### config.mk
export PLATFORM = sky130hd
export DESIGN_NAME = booth_multiplier_seq
export DESIGN_NICKNAME = d
export VERILOG_FILES = /design/src/rtl/alu_pkg.sv /design/src/rtl/Adder_subtractor.sv /design/src/rtl/booth_multiplier_seq.sv
export SDC_FILE = /design/constraint.sdc
export NUM_CORES = 1
export LEC_CHECK = 0
export ABC_AREA = 1
export CAP_MARGIN = 20
export CORE_MARGIN = 5
export CORE_UTILIZATION = 30
export CTS_BUF_LIST = sky130_fd_sc_hd__clkbuf_2
export DETAILED_ROUTE_END_ITERATION = 8
export GPL_TIMING_DRIVEN = 0
export SKIP_CTS_REPAIR_TIMING = 1
export SLEW_MARGIN = 10
export SYNTH_ARGS = -nofsm -noshare
export SYNTH_HDL_FRONTEND = slang
export SYNTH_SLANG_ARGS = --single-unit
### constraint.sdc
create_clock -name clk -period 3.54 [get_ports clk]
set_input_delay 1.062 -clock clk [delete_from_list [all_inputs] [get_ports clk]]
set_output_delay 1.062 -clock clk [all_outputs]
set_load 0.05 [all_outputs]
### src/rtl/alu_pkg.sv
// Shared ALU definitions: datapath width, multiplier FSM states, Booth codes, adder modes.
package alu_pkg;

   localparam int unsigned ALU_WIDTH = 32;

   typedef enum logic [1:0] {
      S_IDLE = 2'd0,
      S_RUN  = 2'd1,
      S_DONE = 2'd2
   } state_e;

   // Booth select codes {Q[0], q_m1}
   localparam logic [1:0] BOOTH_NOP0 = 2'b00;
   localparam logic [1:0] BOOTH_ADD  = 2'b01;
   localparam logic [1:0] BOOTH_SUB  = 2'b10;
   localparam logic [1:0] BOOTH_NOP1 = 2'b11;

   // Adder M pin values
   localparam logic MODE_ADD = 1'b0;
   localparam logic MODE_SUB = 1'b1;

   // True sign of the (WIDTH+1)-bit result of a +/- b, recovered from the WIDTH-bit sum
   function automatic logic true_sign(input logic a_msb, input logic b_msb,
                                      input logic sum_msb, input logic sub);
      logic ovf;
      if (sub) ovf = (a_msb != b_msb) & (sum_msb != a_msb);
      else     ovf = (a_msb == b_msb) & (sum_msb != a_msb);
      return sum_msb ^ ovf;
   endfunction

endpackage : alu_pkg

### src/rtl/Adder_subtractor.sv
// 32-bit ripple-style adder/subtractor: sum = a + b (M=0) or a - b (M=1).
module Adder_subtractor
   import alu_pkg::*;
(
   input  logic [ALU_WIDTH-1:0] a,
   input  logic [ALU_WIDTH-1:0] b,
   input  logic                 M,
   output logic [ALU_WIDTH-1:0] sum,
   output logic                 c_out
);

   logic [ALU_WIDTH-1:0] b_eff;

   // Subtract as a + ~b + 1
   always_comb begin
      b_eff        = b ^ {ALU_WIDTH{M}};
      {c_out, sum} = {1'b0, a} + {1'b0, b_eff} + (ALU_WIDTH+1)'(M);
   end

endmodule : Adder_subtractor

### src/rtl/booth_multiplier_seq.sv
// Sequential radix-2 Booth signed multiplier, one Booth step per cycle through the shared adder.
module booth_multiplier_seq
   import alu_pkg::*;
#(
   parameter int unsigned WIDTH = ALU_WIDTH,
   parameter int unsigned CNT_W = 6
) (
   input  logic                 clk,
   input  logic                 rst_n,
   input  logic                 start,
   input  logic [WIDTH-1:0]     multiplicand,
   input  logic [WIDTH-1:0]     multiplier,
   output logic                 busy,
   output logic                 done,
   output logic [2*WIDTH-1:0]   product
);

   state_e               state_q;
   logic [WIDTH-1:0]     a_q;
   logic [WIDTH-1:0]     q_q;
   logic [WIDTH-1:0]     m_q;
   logic                 q_m1_q;
   logic [CNT_W-1:0]     count_q;
   logic                 busy_q;
   logic                 done_q;
   logic [2*WIDTH-1:0]   product_q;

   logic [1:0]           booth_sel_c;
   logic                 adder_mode_c;
   logic                 use_sum_c;
   logic [WIDTH-1:0]     sum_c;
   logic                 c_out_c;
   logic [WIDTH-1:0]     res_c;
   logic                 sign_c;
   logic [WIDTH-1:0]     a_d;
   logic [WIDTH-1:0]     q_d;
   logic                 last_step_c;

   // The adder's carry out has no role in Booth recoding
   logic                 c_out_unused;
   assign c_out_unused = c_out_c;

   Adder_subtractor u_addsub (
      .a     (a_q),
      .b     (m_q),
      .M     (adder_mode_c),
      .sum   (sum_c),
      .c_out (c_out_c)
   );

   // Booth decode, overflow-corrected sign and arithmetic right shift of {A,Q}
   always_comb begin
      booth_sel_c  = {q_q[0], q_m1_q};
      adder_mode_c = MODE_ADD;
      use_sum_c    = 1'b0;
      unique case (booth_sel_c)
         BOOTH_ADD: use_sum_c = 1'b1;
         BOOTH_SUB: begin
            adder_mode_c = MODE_SUB;
            use_sum_c    = 1'b1;
         end
         BOOTH_NOP0, BOOTH_NOP1: use_sum_c = 1'b0;
         default:                use_sum_c = 1'b0;
      endcase
      res_c = use_sum_c ? sum_c : a_q;
      if (use_sum_c) sign_c = true_sign(a_q[WIDTH-1], m_q[WIDTH-1], sum_c[WIDTH-1], adder_mode_c);
      else           sign_c = a_q[WIDTH-1];
      a_d         = {sign_c, res_c[WIDTH-1:1]};
      q_d         = {res_c[0], q_q[WIDTH-1:1]};
      last_step_c = (count_q == CNT_W'(WIDTH - 1));
   end

   // Control FSM together with the iteration datapath and registered outputs
   always_ff @(posedge clk or negedge rst_n) begin
      if (!rst_n) begin
         state_q   <= S_IDLE;
         a_q       <= '0;
         q_q       <= '0;
         m_q       <= '0;
         q_m1_q    <= 1'b0;
         count_q   <= '0;
         busy_q    <= 1'b0;
         done_q    <= 1'b0;
         product_q <= '0;
      end else begin
         unique case (state_q)
            S_IDLE, S_DONE: begin
               done_q <= 1'b0;
               if (start) begin
                  m_q     <= multiplicand;
                  q_q     <= multiplier;
                  a_q     <= '0;
                  q_m1_q  <= 1'b0;
                  count_q <= '0;
                  busy_q  <= 1'b1;
                  state_q <= S_RUN;
               end else begin
                  busy_q  <= 1'b0;
                  state_q <= S_IDLE;
               end
            end
            S_RUN: begin
               a_q     <= a_d;
               q_q     <= q_d;
               q_m1_q  <= q_q[0];
               count_q <= count_q + CNT_W'(1);
               if (last_step_c) begin
                  product_q <= {a_d, q_d};
                  busy_q    <= 1'b0;
                  done_q    <= 1'b1;
                  state_q   <= S_DONE;
               end
            end
            default: begin
               busy_q  <= 1'b0;
               done_q  <= 1'b0;
               state_q <= S_IDLE;
            end
         endcase
      end
   end

   assign busy    = busy_q;
   assign done    = done_q;
   assign product = product_q;

endmodule : booth_multiplier_seq

==> results <==
- The highest routing layer actually used is met4.
- In this run the horizontal extent of the chip is 185 µm.
- The starting density of the core is 30.2%.
- In this run the tightest slew margin relative to its limit is 55.7%.
- The count of antenna-violating nets left after detailed routing is 0.
- For this block, wires on met1 add up to 12.8 mm.
- Summed over all nets, the switching power comes to 3.85 mW.
- The row count is 64.
- The maximum number of pins on one net before global-route repair is 106.
- The count of buffers added on input and output ports is 131.
- Summing all placed instances gives a cell area of 11000 µm².
- The final setup violation count is 0.
- Power comes to 8.09 mW.
- Traced cell by cell, the critical path runs through ha_1 -> buf_4 -> clkbuf_4 -> xor2_1 -> fa_1 -> nand2_1 -> nand2_1 -> and2_1 -> a21oi_1 -> inv_1 -> nand2_1 -> nand3_1 -> nand2_1 -> nand3_1 -> nand3_1 -> nand2_1.
- The post-route netlist has 9.79% of its cells at a drive strength greater than 1.
- The share of total power in sequential cells is 31.7%.
- Yosys mapped a number of flops with a built-in enable equal to 0.
- Setup repair after global routing left no endpoint under its margin.
- Data on the critical path arrives at its endpoint at 3.84 ns.
- The fraction of the yosys area taken by sequential cells is 46.1%.
- The number of global-route vias before repair was 8063.
- The total count of hold-check failures in the final report is 0.
- The flow ran to the end, and the final reports show no timing, DRC or antenna violations.
- Of all cell types, the one taking the most synthesized area is dfrtp_1.
- Synthesis inferred 169 register bits.
- Dividing the detail-routed wire length by the instance count gives 16.3 µm.
- The async set or reset register ratio after synthesis is 100%.
- The worst voltage drop across the vdd grid is 0.301 mV.
- The post-synthesis to final-layout area growth is 23.0%.
- The number of filler cells placed in the layout is 3202.
- The startpoint type of the worst setup path is a register.
- On the final layout, the worst clock skew is 0.0513 ns.
- The wire length reported by the detailed router is 27.1 mm.
- The clock tree buffer depth is 2.
- Ranked by total cell area, the synthesized netlist is headed by dfrtp_1, nand2_1, nand3_1.
- The overall die area is 34200 µm².
- The post-synth net total is 1203.
- The remaining design rule violation count is 0.
- The number of max-slew violations in the final report is 0.
- The min-delay analysis places its worst path in the category in2async.
- The total via count in the routed design is 7920.
- Summing all multi-input logic gate instances after layout gives 4300 µm².
- The most used flip-flop cell after synthesis is dfrtp_1.
- The number of clock sinks seen by CTS is 169.
- The cell area power density is 717 nW/µm².
- The period utilization is 90.6%.
- The clock share of power is 14.1%.
- Summed over all cells, the static leakage comes to 5.37 nW.
- The transition time at the pin with the least slew margin is 0.663 ns.
- The latest clock arrival within the worst-skew pair is 0.76 ns.
- The final global-route overflow total is 0.
- Along the worst path, the maximum fanout reaches 10.
- TritonCTS built the clock tree.
- The area of all placed cells without fillers is 11300 µm².
- The biggest cell delay along the critical path is 0.45 ns.
- The synthesized area per cell is 8.32 µm².
- For this block, the initial DRC count from the detailed router was 525.
- The chip height is 185 µm.
- The routed design uses 1.66 mm of met3 wire.
- The first global-routing pass estimated 43.4 mm of wire.
- The maximum operating frequency is 312 MHz.
- Across every metal layer, demand over resource in global routing totals 16.1%.
- In this run the number of H-tree levels came out at 4.
- The sequential cells in the finished layout cover a total of 4230 µm².
- Using the TritonRoute via totals, the vias-per-cell ratio works out to 4.76.
- The cell type of the slowest stage on the worst timing path is fa_1.
- After detailed routing, the met2 layer carries 12.2 mm of wire.
- The initial antenna violation count is 2.
- STA classifies the critical path endpoint as a register.
- Synthesis handed over a netlist of 1103 instances.
- The number of warnings reported in the yosys synthesis log is 0.
- The synthesized cell area is 9180 µm².
- The share of total power consumed by net switching is 47.6%.
- The fraction of power consumed by combinational cells is 54.2%.
- The clock-pin slew on the worst setup and hold paths is 0.26 ns.
- Cell internal power was estimated by the tool at 4.23 mW.
- In this design, the critical path's most frequently occurring cell is nand2_1.
- The type of the worst setup path is reg2reg.
- The cell at the root of the clock tree is clkbuf_2.
- In this run the count of I/O pins placed on the die edge is 133.
- Summed over all nets, the half-perimeter wirelength after detailed placement is 21.2 mm.
- The detailed-routing iteration count for the pre-antenna-repair pass is 5.
- The net total in the final layout is 1354.
- The final critical path time including I/O delays and setup is 3.21 ns.
- Data on the critical path is required at its endpoint by 4.18 ns.
- The number of max-cap violations is 0.
- The core region is 30400 µm².
- Buffers inserted during clock tree synthesis total 17.
- In this run, distinct cell masters in the synthesized netlist total 38.
- The portion of synthesized cell area occupied by the leading cell type is 46.1%.
- Routability-driven placement finished with a final weighted congestion of 0.871.
[cell usage in the layout, fill, tap and decap left out, types with 3 or more instances in the layout]
cell type	instances
ha_1	32
a21o_1	3
a21oi_1	52
clkbuf_2	22
or2_2	10
xor2_1	34
nor2_2	3
mux2_2	31
o21bai_1	4
o21ai_1	19
clkdlybuf4s50_1	130
o221ai_1	31
inv_2	8
dfrtp_1	169
o21ai_2	11
clkinvlp_4	3
bufinv_16	3
inv_1	100
nor3_1	3
clkbuf_1	21
nand3_1	105
buf_2	13
nor2_1	69
buf_6	6
o21ai_0	59
xnor2_1	3
o211ai_1	9
nand2_1	287
[cell families after synthesis]
| group | after synthesis | synth area share (%) |
|---|---|---|
| AO/OA/AOI/OAI | 190 | 12.6 |
| multiplexers | 31 | 3.80 |
| flip-flops | 169 | 46.1 |
| AND/OR/NAND/NOR | 488 | 22.3 |
| adder cells (fa/ha/maj) | 33 | 4.58 |
| buffers and inverters | 155 | 7.09 |
| XOR/XNOR | 37 | 3.53 |
[metrics by stage]
step | TNS, ns | hold slack (ns) | worst slack (ns) | instances | util (%)
2_1_floorplan | 0 | 0.469 | 0.951 | 1103 | -
3_3_place_gp | -956.66 | 0.464 | -5.68 | 1630 | 36.1
3_5_place_dp | 0 | 0.466 | 0.323 | 1631 | 36.2
4_1_cts | 0 | 0.144 | 0.271 | 1663 | 37.1
5_1_grt | 0 | 0.146 | 0.0583 | 1664 | 37.1
6_report | 0 | 0.196 | 0.334 | 1664 | 37.1
[Yosys cell counts (2+ instances only)]
cell type	count
a21o_1	3
a21oi_1	52
buf_1	2
buf_2	14
buf_6	6
clkbuf_1	22
clkbuf_2	2
dfrtp_1	169
ha_1	32
inv_1	100
inv_2	8
mux2_2	31
nand2_1	287
nand2_2	2
nand3_1	105
nand3b_1	2
nand4_1	2
nor2_1	69
nor2_2	3
nor3_1	3
o211ai_1	9
o21ai_0	59
o21ai_1	19
o21ai_2	11
o21bai_1	4
o221ai_1	31
or2_2	10
xnor2_1	3
xor2_1	34
[layout make-up]
cell class              instances  area share [%]
diodes                          1          0.0222
inverters                     108            3.59
plain buffers                  47            2.21
clock buffers                  19           0.843
flip-flops and latches        169            37.5
clock inverters                13            1.49
well taps                     396            4.39
repair buffers                132            11.9
multi-input cells             779            38.1
[worst max-delay path: cells and delay by family, from the launching register on]
kind / cells / cell delay [ns]
AND/OR/NAND/NOR: 9 / 1.03
flip-flops: 1 / 0.44
AO/OA/AOI/OAI: 1 / 0.27
XOR/XNOR: 1 / 0.23
adder cells (fa/ha/maj): 2 / 0.65
buffers and inverters: 3 / 0.49
[power groups by stage]
stage,Sequential [mW],Combinational (mW),Clock [mW]
global route,2.61,5.03,1.24
CTS,2.56,4.37,1.18
detailed placement,2.60,4.36,0
floorplan,2.49,3.23,0
finish,2.56,4.38,1.14
global placement,2.59,4.32,0
[flip-flops by register name, summed over array words and instances, names as in the netlist]
name,count
product,64
a_q,32
m_q,32
q_q,32
count_q,6
done,1
q_m1_q,1
state_q,1
[metal layers]
metal  vias to the layer above  GRT usage [%]
li1                       3963              -
met3                        24           3.18
met5                         -              0
met1                      3727           22.4
met4                         0           3.93
met2                       206           26.0
[worst paths after layout]
path	cells after the start	to	slack [ns]	startpoint
min in group clk	2	product[52]$_DFFE_PN0P_	0.51	product[52]$_DFFE_PN0P_
hold reg to reg	2	product[52]$_DFFE_PN0P_	0.51	product[52]$_DFFE_PN0P_
hold / removal	1	q_q[10]$_DFFE_PN0P_	0.20	rst_n
max in group asynchronous	2	m_q[31]$_DFFE_PN0P_	2.41	rst_n
setup / recovery	16	product[55]$_DFFE_PN0P_	0.33	q_q[0]$_DFFE_PN0P_
setup reg to reg	16	product[55]$_DFFE_PN0P_	0.33	q_q[0]$_DFFE_PN0P_
Power figures use the tool's default switching activity.
